## config.mk

```make
export PLATFORM = sky130hd
export DESIGN_NAME = if_id_skid_stage
export DESIGN_NICKNAME = d
export VERILOG_FILES = /design/src/rtl/pipe_pkg.sv /design/src/rtl/if_id_skid_stage_imm_ext.sv /design/src/rtl/if_id_skid_stage.sv
export SDC_FILE = /design/constraint.sdc
export NUM_CORES = 1
export LEC_CHECK = 0
export BUFFER_PORTS_ARGS = -buffer_cell sky130_fd_sc_hd__clkbuf_2
export CAP_MARGIN = 30
export CORE_MARGIN = 10
export CORE_UTILIZATION = 58
export CTS_BUF_LIST = sky130_fd_sc_hd__clkbuf_4
export DETAILED_ROUTE_END_ITERATION = 8
export HOLD_SLACK_MARGIN = 0.08
export PLACE_DENSITY = 0.86
export SLEW_MARGIN = 10
export SYNTH_ARGS = -nofsm -noshare
export SYNTH_HDL_FRONTEND = slang
export SYNTH_SLANG_ARGS = --single-unit
```

## constraint.sdc

```tcl
create_clock -name clk -period 3.25 [get_ports clk]
set_input_delay 0.4875 -clock clk [delete_from_list [all_inputs] [get_ports clk]]
set_output_delay 0.4875 -clock clk [all_outputs]
set_load 0.1 [all_outputs]
```

## src/rtl/pipe_pkg.sv

```systemverilog
// Shared types and constants for the in-order pipeline stages.
// Widths below describe the default configuration used by benches and debug views.
package pipe_pkg;

    localparam int DEF_INST_W = 32;
    localparam int DEF_PC_W   = 10;

    localparam logic [DEF_INST_W-1:0] NOP_INST = '0;

    typedef enum logic [1:0] {
        EMPTY = 2'd0,
        ONE   = 2'd1,
        TWO   = 2'd2
    } stage_state_e;

    typedef struct packed {
        logic                  valid;
        logic [DEF_INST_W-1:0] inst;
        logic [DEF_PC_W-1:0]   pc;
    } entry_t;

endpackage

```

## src/rtl/if_id_skid_stage_imm_ext.sv

```systemverilog
// Immediate extender: widens an IMM_W field to OUT_W bits, zero- or sign-filled.
module imm_ext #(
    parameter int IMM_W    = 16,
    parameter int OUT_W    = 32,
    parameter bit EXT_SIGN = 1'b0
) (
    input  logic [IMM_W-1:0] imm,
    output logic [OUT_W-1:0] ext
);

    generate
        if (OUT_W > IMM_W) begin : g_wide
            logic fill;
            assign fill = EXT_SIGN ? imm[IMM_W-1] : 1'b0;
            assign ext  = {{(OUT_W-IMM_W){fill}}, imm};
        end else begin : g_same
            assign ext = imm[OUT_W-1:0];
        end
    endgenerate

endmodule

```

## src/rtl/if_id_skid_stage.sv

```systemverilog
// IF/ID stage: main register plus one skid entry so decode can stall without losing a fetch.
// Flush empties both entries and drops the same-cycle input; flush_cnt saturates.
module if_id_skid_stage
    import pipe_pkg::*;
#(
    parameter int INST_W   = 32,
    parameter int PC_W     = 10,
    parameter int IMM_W    = 16,
    parameter bit EXT_SIGN = 1'b0,
    parameter int CNT_W    = 16
) (
    input  logic              clk,
    input  logic              rst,
    input  logic              in_valid,
    output logic              in_ready,
    input  logic [INST_W-1:0] in_inst,
    input  logic [PC_W-1:0]   in_pc,
    input  logic              flush,
    output logic              out_valid,
    input  logic              out_ready,
    output logic [INST_W-1:0] out_inst,
    output logic [PC_W-1:0]   out_pc,
    output logic [INST_W-1:0] out_imm,
    output logic [CNT_W-1:0]  flush_cnt
);

    typedef struct packed {
        logic              valid;
        logic [INST_W-1:0] inst;
        logic [PC_W-1:0]   pc;
    } slot_t;

    slot_t        main_q;
    slot_t        skid_q;
    slot_t        in_slot;
    stage_state_e state;
    logic [CNT_W-1:0] cnt_q;

    // skid is only ever filled behind a valid main entry
    always_comb begin
        state = EMPTY;
        if (main_q.valid) state = skid_q.valid ? TWO : ONE;
    end

    assign in_slot = '{valid: 1'b1, inst: in_inst, pc: in_pc};

    always_ff @(posedge clk) begin
        if (rst) begin
            main_q <= '0;
            skid_q <= '0;
            cnt_q  <= '0;
        end else if (flush) begin
            // data fields keep their contents so out_pc holds its last value
            main_q.valid <= 1'b0;
            skid_q.valid <= 1'b0;
            if ((state != EMPTY || in_valid) && cnt_q != {CNT_W{1'b1}})
                cnt_q <= cnt_q + CNT_W'(1);
        end else begin
            case (state)
                EMPTY: if (in_valid) main_q <= in_slot;
                ONE: begin
                    if (out_ready) begin
                        if (in_valid) main_q <= in_slot;
                        else          main_q.valid <= 1'b0;
                    end else if (in_valid) begin
                        skid_q <= in_slot;
                    end
                end
                TWO: begin
                    if (out_ready) begin
                        main_q       <= skid_q;
                        skid_q.valid <= 1'b0;
                    end
                end
                default: begin
                    main_q <= '0;
                    skid_q <= '0;
                end
            endcase
        end
    end

    assign in_ready  = ~skid_q.valid;
    assign out_valid = main_q.valid;
    assign out_inst  = main_q.valid ? main_q.inst : INST_W'(NOP_INST);
    assign out_pc    = main_q.pc;
    assign flush_cnt = cnt_q;

    imm_ext #(
        .IMM_W   (IMM_W),
        .OUT_W   (INST_W),
        .EXT_SIGN(EXT_SIGN)
    ) u_imm_ext (
        .imm(out_inst[IMM_W-1:0]),
        .ext(out_imm)
    );

endmodule

```

### Word level (Yosys, flattened, before mapping)

Index checks and enable logic that the tools add are counted.

* multiplexer cells: 13
* bitwise logic cells: 4
* reductions and logical operators: 11
* eq/ne operators: 8
* add/subtract/negate cells: 1

Operator list (count)
* 43-bit two-way mux: 4
* 43-bit one-hot mux with 3 select lines: 1
* 42-bit one-hot mux with 2 select lines: 1
* 42-bit two-way mux: 1
* 32-bit two-way mux: 1
* 16-bit by 1-bit adder with 16-bit output, second input constant: 1
* 16-bit != test, second input constant: 1
* 2-bit != test, second input constant: 5
* 4-bit AND reduction: 2
* 5-bit AND reduction: 1
* 2-bit two-way mux: 2
* 1-bit NOT: 4
* 2-bit OR reduction: 2
* 1-bit one-hot mux with 3 select lines: 1
* 3-bit AND reduction: 1
* 2-bit by 1-bit == test with 1-bit output, second input constant: 1
* 2-bit == test, second input constant: 1
* 2-bit zero test: 1
* 1-bit two-way mux: 2
* 2-bit AND reduction: 1
* 2-bit nonzero test: 1
* 1-bit logical AND: 1
* 1-bit logical OR: 1

* output and inout port bits: 92
* flip-flop bits (word level): 102
* input port bits: 47

### Depth between registers and ports, before layout

Gate-level depths: netlist of run 1.

* word-level depth: 6
* depth in mapped cells: 8
* gate-level depth less buffers: 5

### By module

A second synthesis of run 1 with hierarchy kept.

* cells, all modules: 625
* area total of the unflattened synthesis: 4941.0 um^2

Modules (own cells, without submodules)
* if_id_skid_stage: instances 1, area an instance 4697.0 um^2, cells an instance 592
* imm_ext: instances 1, area an instance 244.0 um^2, cells an instance 33

### Least setup slack after synthesis of run 1

OpenSTA, ideal clock, no wires.

* kind: register to output
* start: register main_q, in the netlist out_valid
* end: output port out_inst[1]
* setup slack: -189 ps
* stages on the path, launching flop included: 6
* arrival: 2951 ps
* cell sequence: dfxtp_1 -> buf_4 -> clkbuf_1 -> clkbuf_1 -> and2_1 -> buf_4

* word-level cells in the longest chain between the ends: 1

Ends and longest elaborated chain
* start: declaration: RTL line if_id_skid_stage.sv:33 `slot_t main_q;`
* start signal: assignment: RTL line if_id_skid_stage.sv:60 `EMPTY: if (in_valid) main_q <= in_slot;`
* start signal: assignment: RTL line if_id_skid_stage.sv:63 `if (in_valid) main_q <= in_slot;`
* start signal: assignment: RTL line if_id_skid_stage.sv:71 `main_q <= skid_q;`
* 32-bit two-way mux: RTL line if_id_skid_stage.sv:85 `assign out_inst = main_q.valid ? main_q.inst : INST_W'(NOP_INST);`
* end: declaration: RTL line if_id_skid_stage.sv:21 `output logic [INST_W-1:0] out_inst,`

No other way between the ends.

### Final worst setup path of run 1

* start: register main_q, in the netlist out_valid
* end: output port out_imm[1]

* word-level cells in the longest chain between the ends: 1

Ends and longest elaborated chain
* 32-bit two-way mux: RTL line if_id_skid_stage.sv:85
* end: declaration: RTL line if_id_skid_stage.sv:23 `output logic [INST_W-1:0] out_imm,`

No other way between the ends.

==> flow_metrics.py, run 1 <==
metrics = {
    "status": {
        "status": "complete, no violations",
    },
    "cts": {
        "cts.sinks": 102,
        "cts_tree": "built",
        "post_cts_buffers": 0,
        "clkTransAtPathRegs_ps": 160,
        "cts.repair.resized": 0,
        "clkLatencyLatePin_ps": 460,
        "htree_levels": 3,
        "cts-buffers-inserted": 9,
        "clockBufferDepth": 2,
        "hold_buffers": 0,
        "cts_root_buf": "clkbuf_4",
    },
    "floorplanning": {
        "initial_utilization": 0.598,
        "die_w_um": 112,
        "die_h_um": 112,
        "core_um2": 8260,
        "io_pins": 139,
        "rows": 33,
        "dieArea_um2": 12600,
    },
    "timing": {
        "rsz0062_at_grt": "false",
        "maxSlewViolCount": 0,
        "post-route-period-util": 0.849,
        "max_freq_mhz": 362,
        "period_minus_slack_ps": 2760,
        "slew_headroom": 0.390,
        "setup_viol": 0,
        "hold_viol_final": 0,
        "hold_ws_ps": 254,
        "worst_slew_pin_slew_ps": 913,
        "finClkSkew_ps": 20.5,
        "tns_ps": 0,
    },
    "power_and_ir_drop": {
        "power_frac_comb": 0.187,
        "clock_power_share": 0.252,
        "p_leak_nw": 2.19,
        "internal_power_w": 0.00153,
        "switchingPower_w": 0.000808,
        "switching_share": 0.345,
        "power.density_nw_per_um2": 435,
        "pwr-share-seq": 0.562,
        "vdd_ir_drop_max_v": 0.000225,
    },
    "cells_and_area": {
        "nFillCells": 757,
        "final_nets": 730,
        "drive_gt1_frac": 0.257,
        "diodes": 0,
        "final_area_um2": 5380,
        "final_common_cell": "clkbuf_2",
        "final_cell_mix": "clkbuf_2, dfxtp_1, nand3_1",
        "area_growth_pct": 8.94,
    },
    "global_route": {
        "track_usage": 0.188,
        "grt_max_degree": 69,
        "antenna_found_initial": 0,
        "grt_overflow": 0,
        "grt_pass1_wl_um": 20500,
        "grt_pass1_vias": 4333,
    },
    "route": {
        "ant_nets": 0,
        "drtPass1Iterations": 5,
        "wirelength_um": 12500,
        "drc": 0,
        "via_count": 4600,
        "vias_per_cell": 5.82,
        "avgRoutedWirePerCell_um": 15.9,
        "drtIter0Drc": 372,
    },
    "logic_synthesis": {
        "synth_area_per_cell_um2": 7.91,
        "synth_top_area_frac": 0.413,
        "yosysTopAreaCell": "dfxtp_1",
        "synth.area.top_cells": "dfxtp_1, nand3_1, a311oi_1",
        "ys_seq_elements": 102,
        "postSynthCellCount": 625,
        "ys_seq_area_frac": 0.413,
        "yosys_warnings": 0,
        "ys_types": 43,
        "syn_area_um2": 4940,
    },
    "worst_setup_path": {
        "regToRegSetupSlack_ps": 840,
        "path_class": "flip-flop to primary output",
        "crit_start": "out_valid$_SDFFE_PP0P_",
        "end_kind": "primary output",
        "cp-start-kind": "flip-flop",
        "cp.required_ps": 2760,
        "r2r_start": "out_valid$_SDFFE_PP0P_",
        "worstPathMaxFanout": 54,
        "worstRegToRegCells": 6,
        "cp-endpoint": "out_imm[1]",
        "cp_data_arrival_time_ps": 2270,
        "rr_endpoint": "out_pc[3]$_SDFFE_PP0P_",
    },
    "placement": {
        "hpwl_um": 8490,
        "port_buffers": 122,
        "place.gp.congestion": 0.864,
        "dpl_cell_area_um2": 5270,
    },
    "worst_hold_path": {
        "hold_class": "input pin to flip-flop",
    },
    "run": {
        "cap_violations": 0,
    },
}
## how the worst min path moves through the flow
stage | end | slack, ps | cells after the start | start
final | skid_q[3]$_SDFFE_PP0P_ | 250 | 3 | in_pc[3]
after global routing | skid_q[9]$_SDFFE_PP0P_ | 230 | 3 | in_pc[9]
after CTS | skid_q[3]$_SDFFE_PP0P_ | 250 | 3 | in_pc[3]
after detailed placement | skid_q[8]$_SDFFE_PP0P_ | 440 | 2 | skid_q[8]$_SDFFE_PP0P_
after global placement | skid_q[11]$_SDFFE_PP0P_ | 440 | 2 | skid_q[11]$_SDFFE_PP0P_
after floorplan | skid_q[0]$_SDFFE_PP0P_ | 430 | 2 | skid_q[0]$_SDFFE_PP0P_
## power groups by stage
stage          sequential (W)  combinational [W]  clock (W)
2_1_floorplan         0.00135           0.000376          0
3_3_place_gp          0.00134           0.000428          0
3_5_place_dp          0.00134           0.000436          0
4_1_cts               0.00131           0.000436   0.000597
5_1_grt               0.00132           0.000463   0.000657
6_report              0.00131           0.000437   0.000589
## sequential cells by signal, indices dropped and copies added, names as in the netlist
name,flops
flush_cnt,16
out_valid,1
skid_q,43
main_q,32
out_pc,10
## cell families (layout without fill, tap and decap cells)
| logic type | Yosys count | count (layout) | synth area share |
|---|---|---|---|
| other | 1 | 16 | 0.000759 |
| AOI/OAI and AO/OA | 110 | 110 | 0.154 |
| and+or+nand+nor | 300 | 300 | 0.293 |
| adders and majority gates | 1 | 1 | 0.00253 |
| muxes | 6 | 6 | 0.0137 |
| DFF | 102 | 102 | 0.413 |
| buffers and inverters | 105 | 151 | 0.123 |
## worst max-delay path, cell delays in order (launching register included)
cell	delay, ps
dfxtp_2	580
buf_4	500
and2_2	250
clkbuf_2	470
## layer usage
layer	track usage	vias to the layer above	routed length (um)
li1	-	2233	-
met1	0.240	2148	5400
met2	0.286	195	5740
met3	0.0671	24	1200
met4	0.0711	0	218
met5	0	-	0
## synthesized netlist by cell type (all sizes together)
library cell  instances
buf                  63
and3                  3
a311oi               42
nor2                 51
o31ai                 1
o21ai                 5
a21oi                48
or3                   3
nor4                  3
nor3b                 2
nor2b                 6
clkbuf               37
conb                  1
o2111ai               1
o21a                  1
dfxtp               102
a2111oi               1
mux2                  6
nor4b                 1
nor3                  6
nand2                90
or4                   1
nand4                 8
a41o                  1
and2                 32
and4                  3
a221oi                1
a211o                 1
o21bai                2
inv                   5
ha                    1
a211oi                2
o21ba                 1
nand3                91
a31oi                 3
## area by class of cell
class / count / area (um2) / share of cell area
clock buffer: 9 / 67.6 / 0.0126
tap: 105 / 131 / 0.0244
clock inverter: 6 / 47.5 / 0.00883
timing repair buffer: 131 / 681 / 0.126
inverter: 5 / 18.8 / 0.00349
multi-input combinational: 433 / 2390 / 0.444
sequential: 102 / 2040 / 0.380
## metrics by stage
| stage | power, W | util | cells | setup WS [ps] |
|---|---|---|---|---|
| after floorplan | 0.00172 | - | 640 | 30.5 |
| after global routing | 0.00244 | 0.652 | 791 | 365 |
| after global placement | 0.00177 | 0.638 | 776 | 1010 |
| final | 0.00234 | 0.652 | 791 | 490 |
| after CTS | 0.00235 | 0.652 | 791 | 505 |
| after detailed placement | 0.00178 | 0.638 | 776 | 855 |
Power figures use the tool's default switching activity.
==> run 2: changes to the inputs <==
--- a/config.mk
+++ b/config.mk
@@ -8,11 +8,11 @@
 export BUFFER_PORTS_ARGS = -buffer_cell sky130_fd_sc_hd__clkbuf_2
 export CAP_MARGIN = 30
 export CORE_MARGIN = 10
-export CORE_UTILIZATION = 58
+export CORE_UTILIZATION = 54
 export CTS_BUF_LIST = sky130_fd_sc_hd__clkbuf_4
 export DETAILED_ROUTE_END_ITERATION = 8
 export HOLD_SLACK_MARGIN = 0.08
-export PLACE_DENSITY = 0.86
+export PLACE_DENSITY = 0.8
 export SLEW_MARGIN = 10
 export SYNTH_ARGS = -nofsm -noshare
 export SYNTH_HDL_FRONTEND = slang
==> constraint.sdc (replaced) <==
create_clock -name clk -period 2.6 [get_ports clk]
set_input_delay 0.39 -clock clk [delete_from_list [all_inputs] [get_ports clk]]
set_output_delay 0.39 -clock clk [all_outputs]
set_load 0.1 [all_outputs]
==> run 2 against run 1 <==
Sequential cell count unchanged. Utilization up 4.6 points. Clock skew shrank 5.1 ps. Sequential power is 25% higher. Power is 29% higher. Design area is 14% higher. Worst hold slack worse by 79 ps. Clock-buffer cell count did not move. First-iteration DRC count fell by 10%. Non-clock buffer count is 4 higher.
==> flow_metrics.py, run 2 (synthesis results as in run 1) <==
metrics = {
    "cells_and_area": {
        "nFillCells": 702,
        "area_growth_pct": 24.4,
        "final_cell_mix": "dfxtp_1, nand3_1, nand2_1",
        "regMostFlops": "skid_q",
        "final_common_cell": "dfxtp_1",
        "multi_input_area_um2": 2390,
        "drive_gt1_frac": 0.260,
        "largest_register_ff_count": 43,
        "regArea_um2": 2040,
        "diodes": 0,
        "final_nets": 734,
    },
    "route": {
        "via_count": 4538,
        "drtPass1Iterations": 6,
        "avgRoutedWirePerCell_um": 16.2,
        "ant_nets": 0,
        "drtIter0Drc": 334,
        "drc": 0,
        "vias_per_cell": 5.68,
        "wirelength_um": 12900,
    },
    "cts": {
        "cts_root_buf": "clkbuf_4",
        "cts_tree": "built",
        "hold_buffers": 0,
        "cts-buffers-inserted": 9,
        "htree_levels": 3,
        "cts.repair.resized": 0,
        "clkTransAtPathRegs_ps": 160,
        "clkLatencyLatePin_ps": 440,
        "clockBufferDepth": 2,
        "cts.sinks": 102,
        "post_cts_buffers": 0,
    },
    "worst_setup_path": {
        "cp-start-kind": "flip-flop",
        "slowest_stage": "buf_4",
        "cp.required_ps": 2950,
        "slowest_delay_ps": 440,
        "end_kind": "flip-flop",
        "path_class": "flip-flop to flip-flop",
        "r2r_start": "skid_q[42]$_SDFFE_PP0P_",
        "worstPathMaxFanout": 48,
        "cp_cell_sequence": "buf_4 -> nand2_2 -> a221oi_4 -> buf_4 -> nor2_1 -> a311oi_1",
        "cp_common_cell": "buf_4",
        "cp_data_arrival_time_ps": 2470,
        "crit_start": "skid_q[42]$_SDFFE_PP0P_",
        "worstRegToRegCells": 6,
    },
    "floorplanning": {
        "core_um2": 8810,
        "rows": 34,
        "initial_utilization": 0.561,
        "dieArea_um2": 13400,
        "die_h_um": 116,
        "io_pins": 139,
        "die_w_um": 116,
    },
    "timing": {
        "period_minus_slack_ps": 2120,
        "worst_slew_pin_slew_ps": 600,
        "setup_ws_ps": 477,
        "max_freq_mhz": 471,
        "post-route-period-util": 0.816,
        "maxSlewViolCount": 0,
        "slew_headroom": 0.600,
        "tns_ps": 0,
        "hold_viol_final": 0,
        "finClkSkew_ps": 15.4,
        "setup_viol": 0,
        "rsz0062_at_grt": "false",
    },
    "global_route": {
        "busiest_layer": "met2",
        "grt_overflow": 0,
        "grt_use_met2": 0.298,
        "grt_pass1_wl_um": 20700,
        "grt_pass1_vias": 4173,
        "antenna_found_initial": 0,
        "met1_usage": 0.236,
        "grt_max_degree": 53,
        "track_usage": 0.186,
        "use_met3": 0.0563,
    },
    "power_and_ir_drop": {
        "power_frac_comb": 0.197,
        "power.total_w": 0.00302,
        "p_leak_nw": 2.38,
        "vdd_ir_drop_max_v": 0.000258,
        "power.density_nw_per_um2": 492,
        "switchingPower_w": 0.000984,
        "clock_power_share": 0.261,
        "pwr-share-seq": 0.542,
        "internal_power_w": 0.00204,
        "switching_share": 0.325,
    },
    "placement": {
        "place.gp.congestion": 0.819,
        "port_buffers": 122,
        "pre_cts_ws_ps": 495,
        "hpwl_um": 9230,
    },
    "worst_hold_path": {
        "hold_class": "input pin to flip-flop",
        "worstHoldPathCells": 3,
        "hp-start": "in_pc[0]",
    },
    "status": {
        "status": "complete, no violations",
    },
    "run": {
        "cap_violations": 0,
    },
}
==> run 2: changes by cell type in the layout (fill, tap and decap cells not counted) <==
cell	before	now
and2_1	17	16
and2_4	0	1
buf_12	0	47
buf_4	10	16
bufinv_16	0	1
clkbuf_2	121	72
clkinv_1	0	2
clkinv_4	2	0
clkinvlp_4	1	3
inv_6	2	0
==> run 2: final timing paths <==
path | end | slack [ps]
hold reg to reg | skid_q[20]$_SDFFE_PP0P_ | 460
setup / recovery | main_q[39]$_SDFFE_PP0P_ | 480
setup reg to reg | main_q[39]$_SDFFE_PP0P_ | 480
hold / removal | skid_q[0]$_SDFFE_PP0P_ | 170
==> run 2: power groups by stage <==
stage	combinational (W)	sequential (W)	clock, W
3_3_place_gp	0.000582	0.00167	0
5_1_grt	0.000627	0.00165	0.000873
3_5_place_dp	0.000594	0.00167	0
6_report	0.000594	0.00164	0.000790
2_1_floorplan	0.000471	0.00168	0
4_1_cts	0.000595	0.00164	0.000797
==> run 2: worst max-delay path, delay by kind of cell (launching register included) <==
family                 cells  cell delay [ps]
AOI/OAI and AO/OA          2              530
DFF                        1              370
and+or+nand+nor            2              230
buffers and inverters      2              870
==> run 2: per-stage QoR <==
step / cell area (um2) / instances / util / hold slack, ps
2_1_floorplan: 5020 / 640 / - / 432
4_1_cts: 6150 / 799 / 0.698 / 165
6_report: 6150 / 799 / 0.698 / 175
5_1_grt: 6150 / 799 / 0.698 / 143
3_5_place_dp: 6010 / 783 / 0.683 / 443
3_3_place_gp: 6010 / 783 / 0.683 / 438
==> run 2: area by class of cell <==
cell class	instances	area share
Sequential cell	102	0.333
Clock buffer	9	0.0110
Timing Repair Buffer	135	0.231
Tap cell	108	0.0220
Multi-Input combinational cell	433	0.390
Inverter	5	0.00305
Clock inverter	7	0.0106
==> run 2: per-layer routing <==
| metal | wire (um) | part of all wire | vias to the layer above |
|---|---|---|---|
| li1 | - | - | 2246 |
| met1 | 5530 | 0.43 | 2091 |
| met2 | 6150 | 0.48 | 183 |
| met3 | 1080 | 0.084 | 18 |
| met4 | 169 | 0.013 | 0 |
| met5 | 0 | 0 | - |
